`src/rtl/cordic_angle_feeder.sv`:
```
// cordic_angle_feeder
//   Accepts an angle in whole degrees, folds it into [-90,90] and converts it
//   to CORDIC units of 0.9 degree (100 = 90 deg). The angle is held stable
//   for LATENCY cycles, then the sine returned by the CORDIC is captured.
//
// Ports
//   clk        : single clock, rising edge
//   reset      : synchronous, active-high
//   deg_in     : requested angle, signed whole degrees
//   deg_valid  : deg_in valid
//   deg_ready  : block can accept a request
//   xin, yin   : constant CORDIC seeds (XIN_INIT, 0)
//   angle      : CORDIC angle, signed, 0.9 degree units
//   sine_in    : sine returned by the CORDIC
//   sine_out   : captured sine
//   sine_valid : one-cycle pulse when sine_out is updated
//   range_err  : one-cycle pulse when a request outside [-180,180] is rejected
module cordic_angle_feeder #(
  parameter int unsigned       LATENCY  = 8,
  parameter logic signed [7:0] XIN_INIT = 8'sd39
) (
  input  logic              clk,
  input  logic              reset,
  input  logic signed [8:0] deg_in,
  input  logic              deg_valid,
  output logic              deg_ready,
  output logic signed [7:0] xin,
  output logic signed [7:0] yin,
  output logic signed [7:0] angle,
  input  logic signed [7:0] sine_in,
  output logic signed [7:0] sine_out,
  output logic              sine_valid,
  output logic              range_err
);

  typedef enum logic [1:0] {
    ST_IDLE,
    ST_CONVERT,
    ST_WAIT,
    ST_CAPTURE
  } state_t;

  state_t             state, state_next;
  logic signed [8:0]  deg_reg;
  logic        [7:0]  count;
  logic               attempt, out_of_range, accept;
  logic signed [11:0] d_ext, d_fold, prod, quot;
  logic signed [7:0]  angle_next;

  assign xin = XIN_INIT;
  assign yin = '0;

  assign out_of_range = (deg_in > 9'sd180) || (deg_in < -9'sd180);
  assign attempt      = deg_valid && deg_ready;
  assign accept       = attempt && !out_of_range;

  // sine_out/sine_valid are registered at the end of CAPTURE, so the FSM is
  // already back in IDLE while sine_valid is high; holding deg_ready low for
  // that cycle makes it rise only after the sine_valid pulse.
  always_comb begin
    deg_ready = (state == ST_IDLE) && !reset && !sine_valid;
  end

  // Fold into [-90,90] (sine sign preserved), then round(d*10/9) half away
  // from zero. 9 is odd so an exact half never occurs; +/-4 before the
  // truncating divide gives nearest rounding on either sign.
  always_comb begin
    d_ext = {{3{deg_reg[8]}}, deg_reg};
    if (d_ext > 12'sd90) begin
      d_fold = 12'sd180 - d_ext;
    end else if (d_ext < -12'sd90) begin
      d_fold = -12'sd180 - d_ext;
    end else begin
      d_fold = d_ext;
    end
    prod = d_fold * 12'sd10;
    if (prod < 12'sd0) begin
      quot = (prod - 12'sd4) / 12'sd9;
    end else begin
      quot = (prod + 12'sd4) / 12'sd9;
    end
    angle_next = quot[7:0];
  end

  always_ff @(posedge clk) begin
    if (reset) begin
      state <= ST_IDLE;
    end else begin
      state <= state_next;
    end
  end

  always_comb begin
    state_next = state;
    unique case (state)
      ST_IDLE:    if (accept) state_next = ST_CONVERT;
      ST_CONVERT: state_next = ST_WAIT;
      ST_WAIT:    if (count == '0) state_next = ST_CAPTURE;
      ST_CAPTURE: state_next = ST_IDLE;
      default:    state_next = ST_IDLE;
    endcase
  end

  always_ff @(posedge clk) begin
    if (reset) begin
      deg_reg    <= '0;
      angle      <= '0;
      sine_out   <= '0;
      sine_valid <= 1'b0;
      range_err  <= 1'b0;
      count      <= '0;
    end else begin
      sine_valid <= (state == ST_CAPTURE);
      range_err  <= attempt && out_of_range;
      if (accept) begin
        deg_reg <= deg_in;
      end
      if (state == ST_CONVERT) begin
        angle <= angle_next;
        count <= 8'(LATENCY - 1);
      end else if ((state == ST_WAIT) && (count != '0)) begin
        count <= count - 8'd1;
      end
      if (state == ST_CAPTURE) begin
        sine_out <= sine_in;
      end
    end
  end

endmodule

```
`config.mk`:
```
export PLATFORM = sky130hd
export DESIGN_NAME = cordic_angle_feeder
export DESIGN_NICKNAME = d
export VERILOG_FILES = /design/src/rtl/cordic_angle_feeder.sv
export SDC_FILE = /design/constraint.sdc
export NUM_CORES = 1
export LEC_CHECK = 0
export ABC_AREA = 1
export BUFFER_PORTS_ARGS = -buffer_cell sky130_fd_sc_hd__buf_2
export CAP_MARGIN = 10
export CORE_AREA = 2 2 138 113
export DETAILED_ROUTE_END_ITERATION = 10
export DIE_AREA = 0 0 140 115
export MAX_ROUTING_LAYER = met4
export SYNTH_ARGS = -nofsm -noshare
export SYNTH_HDL_FRONTEND = slang
export SYNTH_SLANG_ARGS = --single-unit
export TNS_END_PERCENT = 5
```
`constraint.sdc`:
```
create_clock -name clk -period 18.96 [get_ports clk]
set_input_delay 4.74 -clock clk [delete_from_list [all_inputs] [get_ports clk]]
set_output_delay 4.74 -clock clk [all_outputs]
set_load 0.01 [all_outputs]
```
==> impl_results.md <==
* Status: complete, no violations
* CP max stage delay at 0.50 ns
* Yosys warns at 0
* Top cells by area, synth: nand2_1 (18%), dfxtp_1 (13%), nand3_1 (8.4%), ha_1 (6.7%), inv_1 (6.3%)
* Post-synth top area share at 17.5%
* Area leader, netlist: nand2_1
* Worst-skew pair later-pin latency at 0.29 ns
* Critical-path top delay cell: dfxtp_1
* Core area at 0.0148 sq mm
* Post-Route Setup TNS at 0 ns
* Cts hold-fix bufs at 0
* Fmax at 89.1 MHz
* Post-synthesis xor/xnor area fraction at 4.20%
* CP max FO at 24
* All-Layer GR Usage at 18.5%
* Tmin final at 11.22 ns
* Site Rows at 40
* Post-DR vias/cell at 4.89
* Post-synth EDFFs at 0
* Die area at 0.0161 sq mm
* Number of CTS-inserted buffers at 5
* Clock root cell: clkbuf_16
* Gpl congestion at 0.911
* Synthesized area at 0.00581 sq mm
* Library cells used by synthesis at 53
* Slew Viols, Final at 0
* Post-CTS Setup Inserts at 0
* Seq/Total Area, Yosys at 12.8%
* Yosys reg bits at 37
* Detail Placement HPWL at 11,500 um
* Starting Density at 39.3%
* Top FF cell, synth: dfxtp_1
* # diodes at 0
* CP Launch Type: flip-flop
* Post-synth ARST share at 0%
* Largest family of logic cells by synthesized area: simple AND/OR/NAND/NOR gates
* Hold crit path type: reg2reg
* Drt first pass iters at 7
* Crit path top cell by count: nand2_1
* Final Net Count at 1,047
* First-pass GRT wire length at 24,700 um
* Reg clk slew, reported paths at 0.06 ns
* Drt drc at 0
* Chip width at 140 um
* Area share of fa/ha/maj cells after synthesis at 7.02%
* CTS Sinks at 37
* Initial antenna violation count at 0
* Die Y at 115 um
* Worst Reg-to-Reg Cells at 76
* Via count at 5,791
* Syn-to-layout area delta at 7.35%
* Residual antenna-violating net count after detailed routing at 0
* H-tree Lvls at 2
* Setup Viol. Count Final at 0
* Unrepaired setup endpoints after global routing: no
* Crit Path Class: reg2reg
* Endpoints failing hold at 0
* Worst hold path cell count at 2
* Tcrit/Tclk final at 59.2%
* Worst Skew at 0.00784 ns
* Max Cap Viol at 0
* CP arrival at 11.38 ns
* Slew margin rel. at 34.0%
* Synth cell count leaders: nand2_1 (271), inv_1 (98), nand3_1 (98)
* Avg Inst Size Synth at 6.02 sq um
* Post-CTS Resized at 0
* Simple-gate area share of the yosys netlist at 51.6%
* Max FFs per register at 9
* Vias in the first global route at 5,182
* Crit path capture type: flip-flop
* Iter 0 DRT Violations at 448
* DR WL/cell at 11.8 um
* Share of layout cells above drive strength 1 at 19.7%
* CTS tree: yes
* Critical Path RT at 19.12 ns
* Clock Tree Buf Depth at 2
* I/O pin total at 55
* Final wirelength at 13,900 um
* Largest net degree at the start of global routing at 25
* Syn Inst Count at 965
* Most common cell in the netlist: nand2_1
* IO Port Bufs at 38
* Mux contribution to synthesized area at 0%
* Compound-Gate Fraction of Synth Area at 11.3%
* Total gr overflow at 0
* Slew @ Worst Pin at 0.986 ns
-- stage by stage --
stage                     utilization, %  instances  setup WS, ns  area, sq um  hold slack [ns]
final                               42.2       1185          7.74         6230            0.450
after global routing                42.2       1185          6.28         6230            0.472
after floorplan                        -        979          8.98         5860            0.443
after global placement              41.1       1177          8.04         6060            0.438
after detailed placement            41.1       1177          7.80         6060            0.440
after CTS                           42.2       1185          7.71         6230            0.455
-- kinds of logic (layout without fill, tap and decap cells) --
group | Yosys count | in the layout
and+or+nand+nor | 587 | 587
AOI/OAI and AO/OA | 110 | 110
buffers and inverters | 170 | 187
adders and majority gates | 32 | 32
xor gates and xnor gates | 27 | 27
other | 2 | 16
DFF | 37 | 37
-- layout make-up --
type,count,area [sq um]
fillers,1581,8530
multi-input cells,772,4360
clock buffers,7,143
repair buffers,38,190
inverters,141,529
flip-flops and latches,37,741
well taps,189,236
clock inverters,1,30.0
-- critical path, delay by kind of cell (launching register included) --
kind | cells | cell delay, ns
buffers and inverters | 13 | 1.64
DFF | 1 | 0.50
AOI/OAI and AO/OA | 5 | 1.19
xor gates and xnor gates | 1 | 0.21
and+or+nand+nor | 51 | 5.88
adders and majority gates | 6 | 1.63
-- final timing paths --
kind | start | endpoint | slack [ns]
worst max-delay path | deg_reg[0] | angle[2] | 7.74
worst min-delay path | angle[5] | angle[5] | 0.45
worst max register to register | deg_reg[0] | angle[2] | 7.74
worst min register to register | angle[5] | angle[5] | 0.45
-- routing by layer --
metal | vias to the layer above | routed length (um) | track usage, % | part of all wire, %
met4 | 0 | 64 | 2.29 | 0.46
li1 | 3134 | - | - | -
met1 | 2551 | 7590 | 27.6 | 54
met5 | - | 0 | - | 0
met2 | 100 | 5780 | 27.8 | 41
met3 | 6 | 496 | 1.58 | 3.6
-- layout by cell type, fill, tap and decap left out, types with 18 or more instances in the layout --
cell / netlist / routed
dfxtp_1: 37 / 37
inv_1: 98 / 98
nor2_1: 81 / 81
o21ai_0: 36 / 36
ha_1: 31 / 31
nand4_1: 19 / 19
inv_2: 36 / 36
nand3_1: 98 / 98
nand2_1: 271 / 271
buf_2: 3 / 38
xor2_1: 18 / 18
nand2_2: 36 / 36
a21oi_1: 39 / 39
Power is not shown: default switching activity piles up to over one toggle a cycle in this logic, so the estimate is an artifact.
